==> config.mk <==
export PLATFORM = sky130hd
export DESIGN_NAME = dm_arbiter
export DESIGN_NICKNAME = d
export VERILOG_FILES = /design/src/rtl/dm_pkg.sv /design/src/rtl/rr_arb2.sv /design/src/rtl/dm_arbiter.sv
export SDC_FILE = /design/constraint.sdc
export NUM_CORES = 1
export LEC_CHECK = 0
export CORE_MARGIN = 10
export CORE_UTILIZATION = 41
export DETAILED_ROUTE_END_ITERATION = 12
export GPL_ROUTABILITY_DRIVEN = 0
export GPL_TIMING_DRIVEN = 0
export PLACE_DENSITY_LB_ADDON = 0.1
export SLEW_MARGIN = 5
export SYNTH_ARGS = -nofsm -noshare
export SYNTH_HDL_FRONTEND = slang
export SYNTH_SLANG_ARGS = --single-unit
==> constraint.sdc <==
create_clock -name clock -period 9.3 [get_ports clock]
set_clock_uncertainty 0.15 [all_clocks]
set_input_delay 2.79 -clock clock [delete_from_list [all_inputs] [get_ports clock]]
set_output_delay 2.79 -clock clock [all_outputs]
set_load 0.05 [all_outputs]
==> src/rtl/dm_pkg.sv <==
// Shared defaults and FSM state encoding for the two-requester data-memory arbiter.
package dm_pkg;

  localparam int unsigned ADDR_W_DEFAULT = 8;
  localparam int unsigned DATA_W_DEFAULT = 32;

  typedef enum logic [1:0] {
    IDLE   = 2'd0,
    ACCESS = 2'd1,
    RESP   = 2'd2
  } state_e;

endpackage

==> src/rtl/rr_arb2.sv <==
// Two-way round-robin pick: a lone request wins, a tie goes to the requester that was not last served.
module rr_arb2 (
  input  logic [1:0] req,
  input  logic       last_id,
  output logic       winner
);

  always_comb begin
    winner = 1'b0;
    case (req)
      2'b01:   winner = 1'b0;
      2'b10:   winner = 1'b1;
      2'b11:   winner = ~last_id;
      default: winner = 1'b0;
    endcase
  end

endmodule

==> src/rtl/dm_arbiter.sv <==
// Shares one single-cycle data memory between two requesters; each access takes
// IDLE -> ACCESS -> RESP, so one access completes every three cycles.
module dm_arbiter
  import dm_pkg::*;
#(
  parameter int unsigned ADDR_W = ADDR_W_DEFAULT,
  parameter int unsigned DATA_W = DATA_W_DEFAULT
) (
  input  logic              clock,
  input  logic              reset,
  input  logic              req0,
  input  logic              we0,
  input  logic [ADDR_W-1:0] addr0,
  input  logic [DATA_W-1:0] wdata0,
  input  logic              req1,
  input  logic              we1,
  input  logic [ADDR_W-1:0] addr1,
  input  logic [DATA_W-1:0] wdata1,
  output logic              gnt0,
  output logic              gnt1,
  output logic              done0,
  output logic              done1,
  output logic [DATA_W-1:0] rdata0,
  output logic [DATA_W-1:0] rdata1,
  output logic              MemRead,
  output logic              MemWrite,
  output logic [ADDR_W-1:0] Address,
  output logic [DATA_W-1:0] WriteData,
  input  logic [DATA_W-1:0] ReadData,
  output logic              busy
);

  state_e state_q, state_d;

  logic              last_id_q;
  logic              id_q;
  logic              we_q;
  logic [ADDR_W-1:0] addr_q;
  logic [DATA_W-1:0] wdata_q;
  logic [DATA_W-1:0] rdata0_q, rdata1_q;
  logic              winner;
  logic              any_req;
  logic              grant;

  assign any_req = req0 | req1;
  assign grant   = (state_q == IDLE) & any_req;

  rr_arb2 u_rr_arb2 (
    .req     ({req1, req0}),
    .last_id (last_id_q),
    .winner  (winner)
  );

  always_ff @(posedge clock or posedge reset) begin
    if (reset) begin
      state_q <= IDLE;
    end else begin
      state_q <= state_d;
    end
  end

  always_comb begin
    state_d = state_q;
    unique case (state_q)
      IDLE:    if (any_req) state_d = ACCESS;
      ACCESS:  state_d = RESP;
      RESP:    state_d = IDLE;
      default: state_d = IDLE;
    endcase
  end

  always_comb begin
    gnt0     = 1'b0;
    gnt1     = 1'b0;
    done0    = 1'b0;
    done1    = 1'b0;
    MemRead  = 1'b0;
    MemWrite = 1'b0;
    busy     = 1'b0;
    unique case (state_q)
      ACCESS: begin
        gnt0     = ~id_q;
        gnt1     = id_q;
        MemRead  = ~we_q;
        // Gated by reset so a write in flight can never reach the memory edge.
        MemWrite = we_q & ~reset;
        busy     = 1'b1;
      end
      RESP: begin
        done0 = ~id_q;
        done1 = id_q;
        busy  = 1'b1;
      end
      default: ;
    endcase
  end

  // Command latch; last_id starts at 1 so requester 0 wins the first tie.
  always_ff @(posedge clock or posedge reset) begin
    if (reset) begin
      last_id_q <= 1'b1;
      id_q      <= 1'b0;
      we_q      <= 1'b0;
      addr_q    <= '0;
      wdata_q   <= '0;
    end else if (grant) begin
      last_id_q <= winner;
      id_q      <= winner;
      we_q      <= winner ? we1 : we0;
      addr_q    <= winner ? addr1 : addr0;
      wdata_q   <= winner ? wdata1 : wdata0;
    end
  end

  always_ff @(posedge clock or posedge reset) begin
    if (reset) begin
      rdata0_q <= '0;
      rdata1_q <= '0;
    end else if ((state_q == ACCESS) && !we_q) begin
      if (id_q) begin
        rdata1_q <= ReadData;
      end else begin
        rdata0_q <= ReadData;
      end
    end
  end

  assign Address   = addr_q;
  assign WriteData = wdata_q;
  assign rdata0    = rdata0_q;
  assign rdata1    = rdata1_q;

endmodule

==> impl_metrics.env <==
export IMPL_clk_latency_ns=0.34
export IMPL_cts_buffers=9
export IMPL_final_hold_violation_count=0
export IMPL_synth_edf_count=0
export IMPL_area_growth_pct=58.9
export IMPL_cpLargestDelayFamily="buffers and inverters"
export IMPL_worst_pin_slew_ns=0.566
export IMPL_grt_max_degree=60
export IMPL_antenna_found_initial=0
export IMPL_post_route_min_period_ns=7.98
export IMPL_final_net_count=747
export IMPL_fmax_ghz=0.125
export IMPL_grt_usage_pct=17.9
export IMPL_cts_resized_gates=0
export IMPL_antenna_left=0
export IMPL_firstDrtPassIters=4
export IMPL_critical_path_max_stage_delay_ns=0.82
export IMPL_cts_root_buf="clkbuf_16"
export IMPL_crit_chain="clkdlybuf4s50_1 -> inv_6 -> buf_16 -> and3_1 -> clkdlybuf4s50_1"
export IMPL_rsz0062_at_grt="no"
export IMPL_ys_types=27
export IMPL_outcome="finished, final reports clean"
export IMPL_cts_tree="built"
export IMPL_pwr_density_cell_mw_per_mm2=437
export IMPL_clock_path_buffers=2
export IMPL_final_cells=770
export IMPL_remaining_drc_errors=0
export IMPL_synth_nets=508
export IMPL_die_h_um=127
export IMPL_h_tree_depth=3
export IMPL_clk_pin_slew_ns=0.07
export IMPL_worst_r2r_endpoint="rdata0[27]"
export IMPL_syn_inst=386
export IMPL_synthTopCellsByCount="108 x dfrtp_1, 83 x a21oi_1, 41 x nand2_1, 41 x nor2_1, 31 x mux2_2"
export IMPL_post_route_util_pct=67.6
export IMPL_cp_end_kind="output pin"
export IMPL_synth_top_cell_by_area="dfrtp_1"
export IMPL_maxSlewViolCount=0
export IMPL_post_route_period_util_pct=85.8
export IMPL_cts_sinks=109
export IMPL_crit_fanout=59
export IMPL_setup_viol=0
export IMPL_post_cts_buffers=0
export IMPL_path_class="in2out"
export IMPL_irDropWorstVdd_mv=0.283
export IMPL_maxCapViolCount=0
export IMPL_viasPerCell=4.91
export IMPL_synth_avg_cell_area_um2=12.1
export IMPL_ys_warn_count=0
export IMPL_placement_io_buffers=227
export IMPL_synth_seq_cells=109
export IMPL_grt_first_pass_wirelength_um=23000
export IMPL_worstHoldStart="rdata1[5]"
export IMPL_dr_first_iter_drc_count=226
export IMPL_num_vias=3780
export IMPL_overflow=0
export IMPL_leakagePower_nw=3.16
export IMPL_synth_async_sr_flop_share_pct=100
export IMPL_yosysTopAreaCellShare_pct=57.8
export IMPL_slowest_stage="clkdlybuf4s50_1"
export IMPL_grt_pass1_vias=4145
export IMPL_whs_endpoint="rdata1[5]"
export IMPL_r2r_cells=7
export IMPL_core_mm2=0.0110
export IMPL_crit_buf_inv=4
export IMPL_die_x_um=127
export IMPL_hp_class="reg2reg"
export IMPL_r2r_setup_slack_ns=7.35
export IMPL_start_util_pct=42.5
export IMPL_die_area_mm2=0.0161
export IMPL_dpl_cell_count=754
export IMPL_whs_path_depth=1
export IMPL_drive_gt1_share_pct=15.7
export IMPL_rows=38
export IMPL_netlist_area_mm2=0.00467
export IMPL_dp_final_hpwl_um=11500
export IMPL_crit_top_cell="clkdlybuf4s50_1"
export IMPL_r2r_start="state_q[1]"
export IMPL_critPathLaunchType="input pin"
export IMPL_routed_wl_um=14600
export IMPL_io_pins=229
export IMPL_arrival_ns=5.04
export IMPL_synth_main_ff_cell="dfrtp_1"
export IMPL_synth_area_leaders="dfrtp_1 58%, mux2_4 9.6%, a21oi_1 8.9%"
export IMPL_hold_buffers=0
export IMPL_routedWlPerCell_um=19.0
export IMPL_yosysSeqAreaShare_pct=58.4
export IMPL_cp_data_required_time_ns=6.36
export IMPL_slew_limit_headroom_pct=62.1
export IMPL_yosysMostFrequentCell="dfrtp_1"
export IMPL_diodes=0
-- area by class of cell --
class	instances	area, um2
Fill cell	833	3560
Sequential cell	109	2730
Timing Repair Buffer	228	2300
Multi-Input combinational cell	250	1750
Clock buffer	13	250
Buffer	24	183
Tap cell	140	175
Clock inverter	3	21.3
Inverter	3	16.3
-- stage by stage --
stage | power, mW | hold slack, ns | cell area, um2 | TNS [ns] | setup slack (ns)
after floorplan | 2.20 | 0.356 | 4670 | 0 | 0.599
after global placement | 2.87 | 0.323 | 7120 | -1.30 | -1.30
after global routing | 3.41 | 0.362 | 7420 | 0 | 1.16
final | 3.25 | 0.345 | 7420 | 0 | 1.32
after detailed placement | 2.92 | 0.337 | 7150 | 0 | 1.27
after CTS | 3.28 | 0.352 | 7420 | 0 | 1.27
-- sequential cells by signal (all words and copies together), names as in the netlist --
signal / cells
Address: 8
last_id_q: 1
rdata0: 32
state_q: 2
WriteData: 32
id_q: 1
rdata1: 32
we_q: 1
-- per-layer routing --
metal  routed length [um]  global-route usage, %  up-vias
met5                    0                      0        -
met2                 7140                   29.2      153
li1                     -                      -     1793
met1                 5670                   20.2     1815
met4                  286                   6.36        0
met3                 1510                   8.25       19
-- where the power goes --
group / internal (mW) / switching (mW)
Sequential: 0.720 / 0.135
Clock: 0.190 / 0.167
Combinational: 0.751 / 1.28
-- cells by family after synthesis --
kind of cell | share of synthesized area [%]
multiplexers | 18.3
AND/OR/NAND/NOR | 8.14
buffers and inverters | 4.15
flip-flops | 58.4
AO/OA/AOI/OAI | 9.93
adder cells (fa/ha/maj) | 1.07
-- cells in the final DEF (no fill, tap or decap) --
cell	netlist	final
clkdlybuf4s50_1	0	227
dfrtp_1	108	108
a21oi_1	83	83
nand2_1	41	41
nor2_1	41	41
mux2_2	31	31
mux2_4	30	30
buf_2	11	11
clkbuf_16	0	9
clkbuf_1	4	7
mux2_1	5	5
buf_6	4	4
ha_1	4	4
buf_12	3	3
nor2b_4	2	2
buf_1	2	2
inv_1	3	2
and2_1	2	2
nor2b_1	2	2
nand2_2	1	1
a21bo_1	1	1
a21boi_2	1	1
o21ai_1	1	1
o21a_1	1	1
inv_6	0	1
and3_1	1	1
a22o_1	1	1
a31oi_1	1	1
nor3b_1	1	1
clkinv_4	0	1
clkbuf_8	0	1
clkinvlp_4	0	1
clkinv_2	0	1
dfstp_2	1	1
buf_16	0	1
-- how the worst max path moves through the flow --
stage                from  endpoint  slack [ns]  cells after the start
global placement    reset  MemWrite       -1.30                      4
CTS                 reset  MemWrite        1.27                      5
finish              reset  MemWrite        1.32                      5
detailed placement  reset  MemWrite        1.27                      5
global route        reset  MemWrite        1.16                      5
floorplan           reset  MemWrite        0.60                      2
Note: power is estimated with default switching activity, not from simulation.
